[config.mk]
export PLATFORM = sky130hd
export DESIGN_NAME = disp_scan_ctrl_flat
export DESIGN_NICKNAME = d
export VERILOG_FILES = /design/src/rtl/disp_pkg.sv /design/src/rtl/disp_scan_ctrl_if.sv /design/src/rtl/disp_tick_gen.sv /design/src/rtl/disp_scan_ctrl.sv /design/src/flat_wrapper.sv
export SDC_FILE = /design/constraint.sdc
export NUM_CORES = 1
export LEC_CHECK = 0
export CAP_MARGIN = 20
export CORE_MARGIN = 5
export CORE_UTILIZATION = 55
export DETAILED_ROUTE_END_ITERATION = 12
export GPL_ROUTABILITY_DRIVEN = 0
export PLACE_DENSITY = 0.83
export SETUP_SLACK_MARGIN = 0.2
export SYNTH_ARGS = -nofsm -noshare
export SYNTH_HDL_FRONTEND = slang
export SYNTH_HIERARCHICAL = 1
export SYNTH_SLANG_ARGS = --single-unit
[constraint.sdc]
create_clock -name clk -period 8.4 [get_ports clk]
set_clock_uncertainty 0.15 [all_clocks]
set_input_delay 2.52 -clock clk [delete_from_list [all_inputs] [get_ports clk]]
set_output_delay 2.52 -clock clk [all_outputs]
set_load 0.03 [all_outputs]
[src/rtl/disp_pkg.sv]
// Shared definitions for the calculator display path: display-select codes,
// scan FSM encoding, anode constants and small decode helpers.
package disp_pkg;

    // Select codes understood by the disp mux
    localparam logic [1:0] DS_SAVE1 = 2'b00;
    localparam logic [1:0] DS_OP    = 2'b01;
    localparam logic [1:0] DS_SAVE2 = 2'b10;
    localparam logic [1:0] DS_NONE  = 2'b11;

    // All digits dark (anodes are active-low)
    localparam logic [2:0] ANODE_OFF = 3'b111;

    // Scan sequencer states
    typedef enum logic [1:0] {
        ST_IDLE  = 2'b00,
        ST_BLANK = 2'b01,
        ST_SHOW  = 2'b10
    } scan_state_e;

    function automatic int max_int(input int a, input int b);
        return (a > b) ? a : b;
    endfunction

    // Scan order save_1 -> Op -> save_2 -> save_1; the unused code folds back to save_1
    function automatic logic [1:0] next_digit(input logic [1:0] d);
        logic [1:0] n;
        case (d)
            DS_SAVE1: n = DS_OP;
            DS_OP:    n = DS_SAVE2;
            default:  n = DS_SAVE1;
        endcase
        return n;
    endfunction

    // Active-low one-hot anode for a select code; never lights anything for DS_NONE
    function automatic logic [2:0] anode_for(input logic [1:0] d);
        logic [2:0] a;
        case (d)
            DS_SAVE1: a = 3'b110;
            DS_OP:    a = 3'b101;
            DS_SAVE2: a = 3'b011;
            default:  a = ANODE_OFF;
        endcase
        return a;
    endfunction

endpackage

[src/rtl/disp_scan_ctrl_if.sv]
// Bundle between the display scan sequencer and its surroundings:
// enable and blink request in, mux select, anodes and digit strobe out.
interface disp_scan_ctrl_if;
    logic       en;
    logic [1:0] blink_field;
    logic [1:0] display_state;
    logic [2:0] anode;
    logic       digit_tick;

    // Sequencer side
    modport master (
        input  en,
        input  blink_field,
        output display_state,
        output anode,
        output digit_tick
    );

    // Consumer side (board logic / disp mux)
    modport slave (
        output en,
        output blink_field,
        input  display_state,
        input  anode,
        input  digit_tick
    );
endinterface

[src/rtl/disp_tick_gen.sv]
// Phase-length counter for the scan sequencer: synchronous clear,
// increment, and a terminal-count flag against a run-time terminal value.
module disp_tick_gen #(
    parameter int W = 16
) (
    input  logic         clk,
    input  logic         rst_n,
    input  logic         clr,
    input  logic         inc,
    input  logic [W-1:0] term,
    output logic         tc
);

    logic [W-1:0] cnt_q;
    logic [W-1:0] cnt_d;

    // Clear has priority so the FSM can restart a phase on the same cycle it ends one
    always_comb begin
        cnt_d = cnt_q;
        if (clr) begin
            cnt_d = '0;
        end else if (inc) begin
            cnt_d = cnt_q + 1'b1;
        end
    end

    // Counter register
    always_ff @(posedge clk or negedge rst_n) begin
        if (!rst_n) begin
            cnt_q <= '0;
        end else begin
            cnt_q <= cnt_d;
        end
    end

    assign tc = (cnt_q == term);

endmodule

[src/rtl/disp_scan_ctrl.sv]
// Display scan sequencer: steps the disp select through save_1 -> Op -> save_2,
// lights the matching active-low anode for CLK_DIV cycles, and darkens all
// anodes for BLANK_CYC cycles before each digit to suppress ghosting.
// Optional feature macro: DISP_BLINK_EN (blink one selected field every
// BLINK_DIV frames).
module disp_scan_ctrl
    import disp_pkg::*;
#(
    parameter int CLK_DIV   = 50000,
    parameter int BLANK_CYC = 2,
    parameter int BLINK_DIV = 16
) (
    input  logic                    clk,
    input  logic                    rst_n,
    disp_scan_ctrl_if.master        bus
);

    localparam int             CW         = $clog2(max_int(CLK_DIV, BLANK_CYC) + 1);
    localparam logic [CW-1:0]  SHOW_TERM  = CW'(CLK_DIV - 1);
    localparam logic [CW-1:0]  BLANK_TERM = CW'((BLANK_CYC > 0) ? (BLANK_CYC - 1) : 0);
    localparam logic           NO_GAP     = (BLANK_CYC == 0);

    scan_state_e state_q, state_d;
    logic [1:0]  sel_q, sel_d;
    logic [2:0]  anode_q, anode_d;
    logic        tick_q, tick_d;

    logic          cnt_clr;
    logic          cnt_inc;
    logic [CW-1:0] cnt_term;
    logic          cnt_tc;
    logic          wrap;
    logic          hide_d;

    disp_tick_gen #(
        .W (CW)
    ) u_tick_gen (
        .clk   (clk),
        .rst_n (rst_n),
        .clr   (cnt_clr),
        .inc   (cnt_inc),
        .term  (cnt_term),
        .tc    (cnt_tc)
    );

    // Next-state, counter control and select advance; en low always wins
    always_comb begin
        state_d  = state_q;
        sel_d    = sel_q;
        tick_d   = 1'b0;
        cnt_clr  = 1'b0;
        cnt_inc  = 1'b0;
        wrap     = 1'b0;
        cnt_term = (state_q == ST_BLANK) ? BLANK_TERM : SHOW_TERM;
        case (state_q)
            ST_IDLE: begin
                cnt_clr = 1'b1;
                if (bus.en) begin
                    state_d = NO_GAP ? ST_SHOW : ST_BLANK;
                end
            end
            ST_BLANK: begin
                if (!bus.en) begin
                    state_d = ST_IDLE;
                    cnt_clr = 1'b1;
                end else if (cnt_tc) begin
                    state_d = ST_SHOW;
                    cnt_clr = 1'b1;
                end else begin
                    cnt_inc = 1'b1;
                end
            end
            ST_SHOW: begin
                if (!bus.en) begin
                    state_d = ST_IDLE;
                    cnt_clr = 1'b1;
                end else if (cnt_tc) begin
                    sel_d   = next_digit(sel_q);
                    tick_d  = 1'b1;
                    wrap    = (sel_q == DS_SAVE2);
                    state_d = NO_GAP ? ST_SHOW : ST_BLANK;
                    cnt_clr = 1'b1;
                end else begin
                    cnt_inc = 1'b1;
                end
            end
            default: begin
                state_d = ST_IDLE;
                cnt_clr = 1'b1;
            end
        endcase
    end

`ifdef DISP_BLINK_EN
    localparam int            FW         = (BLINK_DIV > 1) ? $clog2(BLINK_DIV) : 1;
    localparam logic [FW-1:0] FRAME_LAST = FW'(BLINK_DIV - 1);

    logic [FW-1:0] frame_q, frame_d;
    logic          blink_phase_q, blink_phase_d;

    // Count completed frames; flip the blink phase every BLINK_DIV of them
    always_comb begin
        frame_d       = frame_q;
        blink_phase_d = blink_phase_q;
        if (wrap) begin
            if (frame_q == FRAME_LAST) begin
                frame_d       = '0;
                blink_phase_d = ~blink_phase_q;
            end else begin
                frame_d = frame_q + 1'b1;
            end
        end
        hide_d = blink_phase_d && (bus.blink_field != DS_NONE) && (bus.blink_field == sel_d);
    end

    // Frame counter and blink phase registers
    always_ff @(posedge clk or negedge rst_n) begin
        if (!rst_n) begin
            frame_q       <= '0;
            blink_phase_q <= 1'b0;
        end else begin
            frame_q       <= frame_d;
            blink_phase_q <= blink_phase_d;
        end
    end
`else
    // Without blinking the field request is accepted but has no effect
    logic unused_blink;
    localparam int unused_blink_div = BLINK_DIV;
    assign unused_blink = ^bus.blink_field ^ wrap;

    // No digit is ever suppressed
    always_comb begin
        hide_d = 1'b0;
    end
`endif

    // Anodes follow the upcoming state so they line up with the registered select
    always_comb begin
        anode_d = ANODE_OFF;
        if ((state_d == ST_SHOW) && !hide_d) begin
            anode_d = anode_for(sel_d);
        end
    end

    // State and output registers
    always_ff @(posedge clk or negedge rst_n) begin
        if (!rst_n) begin
            state_q <= ST_IDLE;
            sel_q   <= DS_SAVE1;
            anode_q <= ANODE_OFF;
            tick_q  <= 1'b0;
        end else begin
            state_q <= state_d;
            sel_q   <= sel_d;
            anode_q <= anode_d;
            tick_q  <= tick_d;
        end
    end

    assign bus.display_state = sel_q;
    assign bus.anode         = anode_q;
    assign bus.digit_tick    = tick_q;

endmodule

[src/flat_wrapper.sv]
// flat-port wrapper written by rule: the top's interface ports become plain ports
module disp_scan_ctrl_flat import disp_pkg::*;
#(
    parameter int CLK_DIV   = 50000,
    parameter int BLANK_CYC = 2,
    parameter int BLINK_DIV = 16
)
  (clk, rst_n, bus_en, bus_blink_field, bus_display_state, bus_anode, bus_digit_tick);
  disp_scan_ctrl_if bus_i ();
  input  logic clk;
  input  logic rst_n;
  input wire logic [$bits(bus_i.en)-1:0] bus_en;
  input wire logic [$bits(bus_i.blink_field)-1:0] bus_blink_field;
  output wire logic [$bits(bus_i.display_state)-1:0] bus_display_state;
  output wire logic [$bits(bus_i.anode)-1:0] bus_anode;
  output wire logic [$bits(bus_i.digit_tick)-1:0] bus_digit_tick;
  assign bus_i.en = bus_en;
  assign bus_i.blink_field = bus_blink_field;
  assign bus_display_state = bus_i.display_state;
  assign bus_anode = bus_i.anode;
  assign bus_digit_tick = bus_i.digit_tick;
  disp_scan_ctrl #(.CLK_DIV(CLK_DIV), .BLANK_CYC(BLANK_CYC), .BLINK_DIV(BLINK_DIV)) u_core (.clk(clk), .rst_n(rst_n), .bus(bus_i));
endmodule
==> results.md, run 1 <==
* Cts-stage hold buffer count at 0
* Crit-path slowest cell: clkdlybuf4s50_1
* Drt first-iter violations at 46
* Hold Vio Cnt, Final at 0
* Max FO, Critical Path at 19
* Clock sink total at 24
* RSZ-0062 raised after global routing: no
* Total power at 282 uW
* Slew Limit Fails at 0
* WL/cell at 13.7 um
* GRT Util Overall at 0.162
* Global-route wire length before repair at 4620 um
* Cell area after synthesis at 1480 um^2
* Initial Util at 0.586
* Vias at 1053
* Worst VDD drop at 0.000137 V
* Layout cells sized above 1 at 0.112
* Vias in the first global route at 1064
* CTS Buffer Depth at 2
* Final setup vio count at 0
* Simple-Gate Fraction of Synth Area at 0.215
* Yosys cell types at 35
* Core Region at 2520 um^2
* Critical Path RT at 8460 ps
* Max-cap violations at 0
* Yosys warnings at 6
* Setup Fix Bufs, Post-CTS at 0
* HP Class: flop to flop
* WL final at 2610 um
* Final worst-path cycle share at 0.565
* Seq/Total Area, Yosys at 0.409
* Via-to-Cell Ratio at 5.51
* P_leak at 0.000651 uW
* Shortest period the worst path allows at 4750 ps
* Buffers on Ports at 8
* Initial antenna violation count at 0
* Number of detailed-route iterations in the first pass at 4
* Die footprint at 3830 um^2
* Critical path buffer and inverter count at 2
* Cell row count at 18
* PD cells at 171 nW/um^2
* DRC Markers at 0
* Maximum operating frequency at 211 MHz
* Adder-Cell Fraction of Synth Area at 0.0508
* CP Data Arrival Time at 4810 ps
* Worst Tran Pin Value at 836 ps
* Commonest non-fill, non-tap cell in the layout: xnor2_1
* ANT cells at 0
* Setup TNS at 0 ps
* Main combinational cell family by area after synthesis: simple AND/OR/NAND/NOR gates
* Mapped Cells at 149
* Die width at 61.9 um
* Clk slew on worst S/H paths at 140 ps
* Synth Flop Type: dfrtp_1
* CTS tree: done
* Ys async rst share at 1.00
* Later-pin clock latency in the skew report at 320 ps
* Die height at 61.9 um
* CTS Buf Count at 3
* Post-synth EDFFs at 0
* # nets final at 173
* Commonest cells after routing, fill and taps aside: xnor2_1 (24), dfrtp_1 (21), nor2_1 (17)
* Max-slew headroom at 0.437
* Avg Synthesized Cell Area at 9.93 um^2
* FF+latch count, synth at 24
* Io pins at 11
* H-tree levels at 1
* CTS resizes at 0
* Status: finished, final reports clean
* Compound-Gate Fraction of Synth Area at 0.0728
* Root Driver: clkbuf_4
* Crit end category: flop
* P&R area growth vs syn at 11.7%
* Synth Area in XOR/XNOR at 0.172
* Proportion of synthesized area in mux cells at 0.0321
* Grt ovf at 0
* Startpoint Class: input port
* CP Cell Sequence: clkdlybuf4s50_1 > and3_2 > inv_1 > o211ai_1 > nor4_4 > nand3_2 > mux2_4
* CP delay by family, top: buffers and inverters
* CP Class: input port to flop
* Antenna viol nets, final at 0
* Post-DP HPWL at 1950 um
* Slowest stage delay, CP at 500 ps
* Largest net degree at the start of global routing at 25
## per-stage QoR
step                      cell area [um^2]   util  instances  hold slack (ps)  worst slack [ps]
after detailed placement              1580  0.628        186              403              3300
after floorplan                       1500      -        155              380              4460
after CTS                             1640  0.649        190              434              3660
after global placement                1580  0.628        186              398              3390
final                                 1650  0.655        191              432              3650
after global routing                  1650  0.655        191              469              3500
## power breakdown
group          internal [uW]  switching [uW]  leakage [uW]
Combinational           28.6            44.6      0.000300
Sequential               119            5.56      0.000323
Clock                   48.3            35.5     0.0000279
## path summary, 6_finish.rpt
kind	endpoint	slack, ps	cells after the start	startpoint
setup / recovery	u_core/u_tick_gen/cnt_q[14]	3650	7	bus_en
hold reg to reg	u_core/u_tick_gen/cnt_q[15]	430	2	u_core/u_tick_gen/cnt_q[15]
setup reg to reg	u_core/u_tick_gen/cnt_q[14]	4090	13	u_core/state_q[1]
hold / removal	u_core/u_tick_gen/cnt_q[15]	430	2	u_core/u_tick_gen/cnt_q[15]
min in group asynchronous	u_core/u_tick_gen/cnt_q[14]	2390	1	rst_n
max in group asynchronous	u_core/bus.anode[1]	5180	2	rst_n
## sequential cells by signal, summed over array words and instances (netlist names)
name                      flops
u_core/u_tick_gen/cnt_q      16
u_core/bus.anode              3
u_core/bus.display_state      2
u_core/state_q                2
u_core/bus.digit_tick         1
## layout make-up
cell class                      instances  area (um^2)
Inverter                                8         30.0
Clock inverter                          1         30.0
Clock buffer                            3         22.5
Tap cell                               30         37.5
Multi-Input combinational cell        116          832
Fill cell                             208          871
Timing Repair Buffer                    9         95.1
Sequential cell                        24          604
## per-layer routing
layer / vias up / track usage / share of wire
met1: 516 / 0.202 / 0.46
met5: - / 0 / 0
met2: 16 / 0.269 / 0.49
met4: 0 / 0.0697 / 0.014
met3: 4 / 0.0351 / 0.032
li1: 517 / - / -
## worst register-to-register path: stages (launching register included)
cell      delay, ps
dfrtp_1         460
inv_1           110
ha_1            220
inv_1           300
xnor2_1         170
nand4_1         100
nor4_1          750
inv_1           130
and3_2          310
inv_1           490
o211ai_1        320
nor4_4          260
nand3_2         120
mux2_4          310
## cell families after synthesis
kind of cell,after synthesis
AOI/OAI and AO/OA,14
other,2
xor gates and xnor gates,29
adders and majority gates,6
buffers and inverters,15
and+or+nand+nor,55
muxes,4
DFF,24
## synth_stat cells (2+ instances only)
cell      instances  share of area
dfstp_2           3          0.053
nor2_1           17          0.043
nand2_1           5          0.013
o21ai_0           5          0.017
nor3_1            3          0.010
nor4_1            4          0.017
xnor2_1          24           0.14
ha_1              6          0.051
inv_1             8          0.020
a21oi_1           3          0.010
nor2b_1           2         0.0085
nand3_1           6          0.020
or3_1             2         0.0085
nand3_2           2          0.014
clkbuf_1          2         0.0051
conb_1            2         0.0051
mux2_2            2          0.015
o211ai_1          2          0.010
dfrtp_1          21           0.36
xor2_1            5          0.030
buf_2             4          0.014
nand4_1           8          0.034
(Power assumes the default switching activity.)
==> run 2: changes to the inputs <==
CORE_UTILIZATION = 52   (was 55)
PLACE_DENSITY = 0.82   (was 0.83)
clock period = 4.27 ns   (was 8.4 ns; I/O delays follow)
==> run 2 against run 1 <==
Compared with the run above: sequential share of layout area decreased by 0.36 points; global-route usage decreased by 1.4 points; die area increased by 4.8%; register-to-register slack got worse by 3500 ps; largest power group unchanged; non-clock buffer count increased by 2; critical path depth increased by 7; sequential power increased by 96%; cell area increased by 0.99%; via count decreased by 1.3%; clock power increased by 41%; critical path type is now flop to flop; cell count increased by 1.6%; clock-buffer cell count increased by 1.
==> results.md, run 2 (synthesis gave the netlist of run 1 again) <==
* Status: finished, final reports clean
* Initial antenna violation count at 0
* Place WS at 447 ps
* WL final at 2700 um
* Post-DP Area at 1600 um^2
* # nets final at 175
* GRT Util Overall at 0.147
* Io pins at 11
* Core Region at 2730 um^2
* Drt first-iter violations at 13
* CTS tree: done
* Total power at 517 uW
* P&R area growth vs syn at 12.8%
* Worst VDD drop at 0.000279 V
* P_leak at 0.000657 uW
* Commonest cells after routing, fill and taps aside: xnor2_1 (24), dfrtp_1 (21), nor2_1 (17)
* CP Cell Sequence: inv_1 > ha_1 > inv_1 > xnor2_1 > nand4_1 > nor4_1 > buf_4 > inv_1 > and3_2 > clkinvlp_4 > o211ai_1 > nor4_4 > nand3_2 > mux2_4
* Grt ovf at 0
* Cts-stage hold buffer count at 0
* HP Class: flop to flop
* DRC Markers at 0
* CTS resizes at 0
* Via-to-Cell Ratio at 5.36
* Number of detailed-route iterations in the first pass at 4
* Startpoint Class: flop
* Critical path buffer and inverter count at 5
* Die height at 63.3 um
* Final Cell Area at 1670 um^2
* Largest net degree at the start of global routing at 25
* CP Data Arrival Time at 3760 ps
* Max-cap violations at 0
* Largest Register: u_core/u_tick_gen/cnt_q
* CP delay by family, top: simple AND/OR/NAND/NOR gates
* Die footprint at 4010 um^2
* Antenna viol nets, final at 0
* Final setup vio count at 0
* Cell row count at 19
* Die width at 63.3 um
* Maximum operating frequency at 270 MHz
* Shortest period the worst path allows at 3700 ps
* Root Driver: clkbuf_4
* PD cells at 310 nW/um^2
* Most used cell, CP: inv_1
* ANT cells at 0
* Final WS setup at 573 ps
* CTS Buffer Depth at 2
* H-tree levels at 1
* Setup Fix Bufs, Post-CTS at 0
* Setup TNS at 0 ps
* Layout cells sized above 1 at 0.129
* Commonest non-fill, non-tap cell in the layout: xnor2_1
* Critical Path RT at 4340 ps
* Slew Limit Fails at 0
* Final worst-path cycle share at 0.866
* Hold Vio Cnt, Final at 0
* Vias in the first global route at 1098
* WL/cell at 13.9 um
* Buffers on Ports at 8
* CP Class: flop to flop
* RSZ-0062 raised after global routing: no
* Slowest stage delay, CP at 460 ps
* Crit-path slowest cell: dfrtp_1
* Initial Util at 0.541
* Crit end category: flop
* Later-pin clock latency in the skew report at 310 ps
* CTS Buf Count at 3
* Max reg flops at 16
* Clock sink total at 24
* Clk slew on worst S/H paths at 130 ps
* Vias at 1039
* Post-DP HPWL at 2030 um
* Max FO, Critical Path at 13
* Global-route wire length before repair at 4870 um
[run 2: cell types whose count changed in the layout (fill, tap and decap cells not counted), sizes merged]
cell / delta
buf: +2
bufinv: -1
clkbuf: +1
clkinvlp: +1
inv: -1
[run 2: final timing paths]
kind                       slack, ps                   startpoint  cells past startpoint                           to
setup / recovery                 570            u_core/state_q[1]                     14  u_core/u_tick_gen/cnt_q[14]
hold reg to reg                  440  u_core/u_tick_gen/cnt_q[15]                      2  u_core/u_tick_gen/cnt_q[15]
max in group asynchronous       2350                        rst_n                      2          u_core/bus.anode[2]
hold / removal                   440  u_core/u_tick_gen/cnt_q[15]                      2  u_core/u_tick_gen/cnt_q[15]
min in group asynchronous       1100                        rst_n                      1   u_core/u_tick_gen/cnt_q[4]
setup reg to reg                 570            u_core/state_q[1]                     14  u_core/u_tick_gen/cnt_q[14]
[run 2: per-stage QoR]
| stage | cells | util | hold WS [ps] |
|---|---|---|---|
| after global placement | 189 | 0.585 | 404 |
| after CTS | 193 | 0.599 | 440 |
| after floorplan | 155 | - | 380 |
| final | 194 | 0.610 | 441 |
| after global routing | 194 | 0.610 | 469 |
| after detailed placement | 189 | 0.585 | 421 |
[run 2: layout make-up]
cell class | instances | area [um^2]
repair buffers | 11 | 123
well taps | 31 | 38.8
multi-input cells | 116 | 832
flip-flops and latches | 24 | 604
clock buffers | 4 | 36.3
inverters | 8 | 33.8
fillers | 225 | 1070
[run 2: report_power, final]
part           internal [uW]  total (uW)  leakage [uW]  switching [uW]
registers                234         245      0.000323            11.0
logic                   62.0         154      0.000313            92.0
clock network           52.1         118     0.0000210            65.9
total                    348         517      0.000657             169
[run 2: per-layer routing]
metal	vias to the layer above	routed length, um	global-route usage
met4	0	36	0.0468
met3	4	59	0.0373
met2	11	1420	0.270
li1	526	-	-
met1	498	1190	0.163
met5	-	0	0
[run 2: tightest hold or removal path, delay by kind of cell, from the launching register on]
| family | cells | cell delay [ps] |
|---|---|---|
| flip-flops | 1 | 410 |
| AND/OR/NAND/NOR | 1 | 40 |
| XOR/XNOR | 1 | 130 |
==> run 3: changes to the inputs <==
ABC_CLOCK_PERIOD_IN_PS = 4270   (was not set)
==> results of run 3 <==
Same layout as run 2: the final DEF is identical, and so are final timing and power.
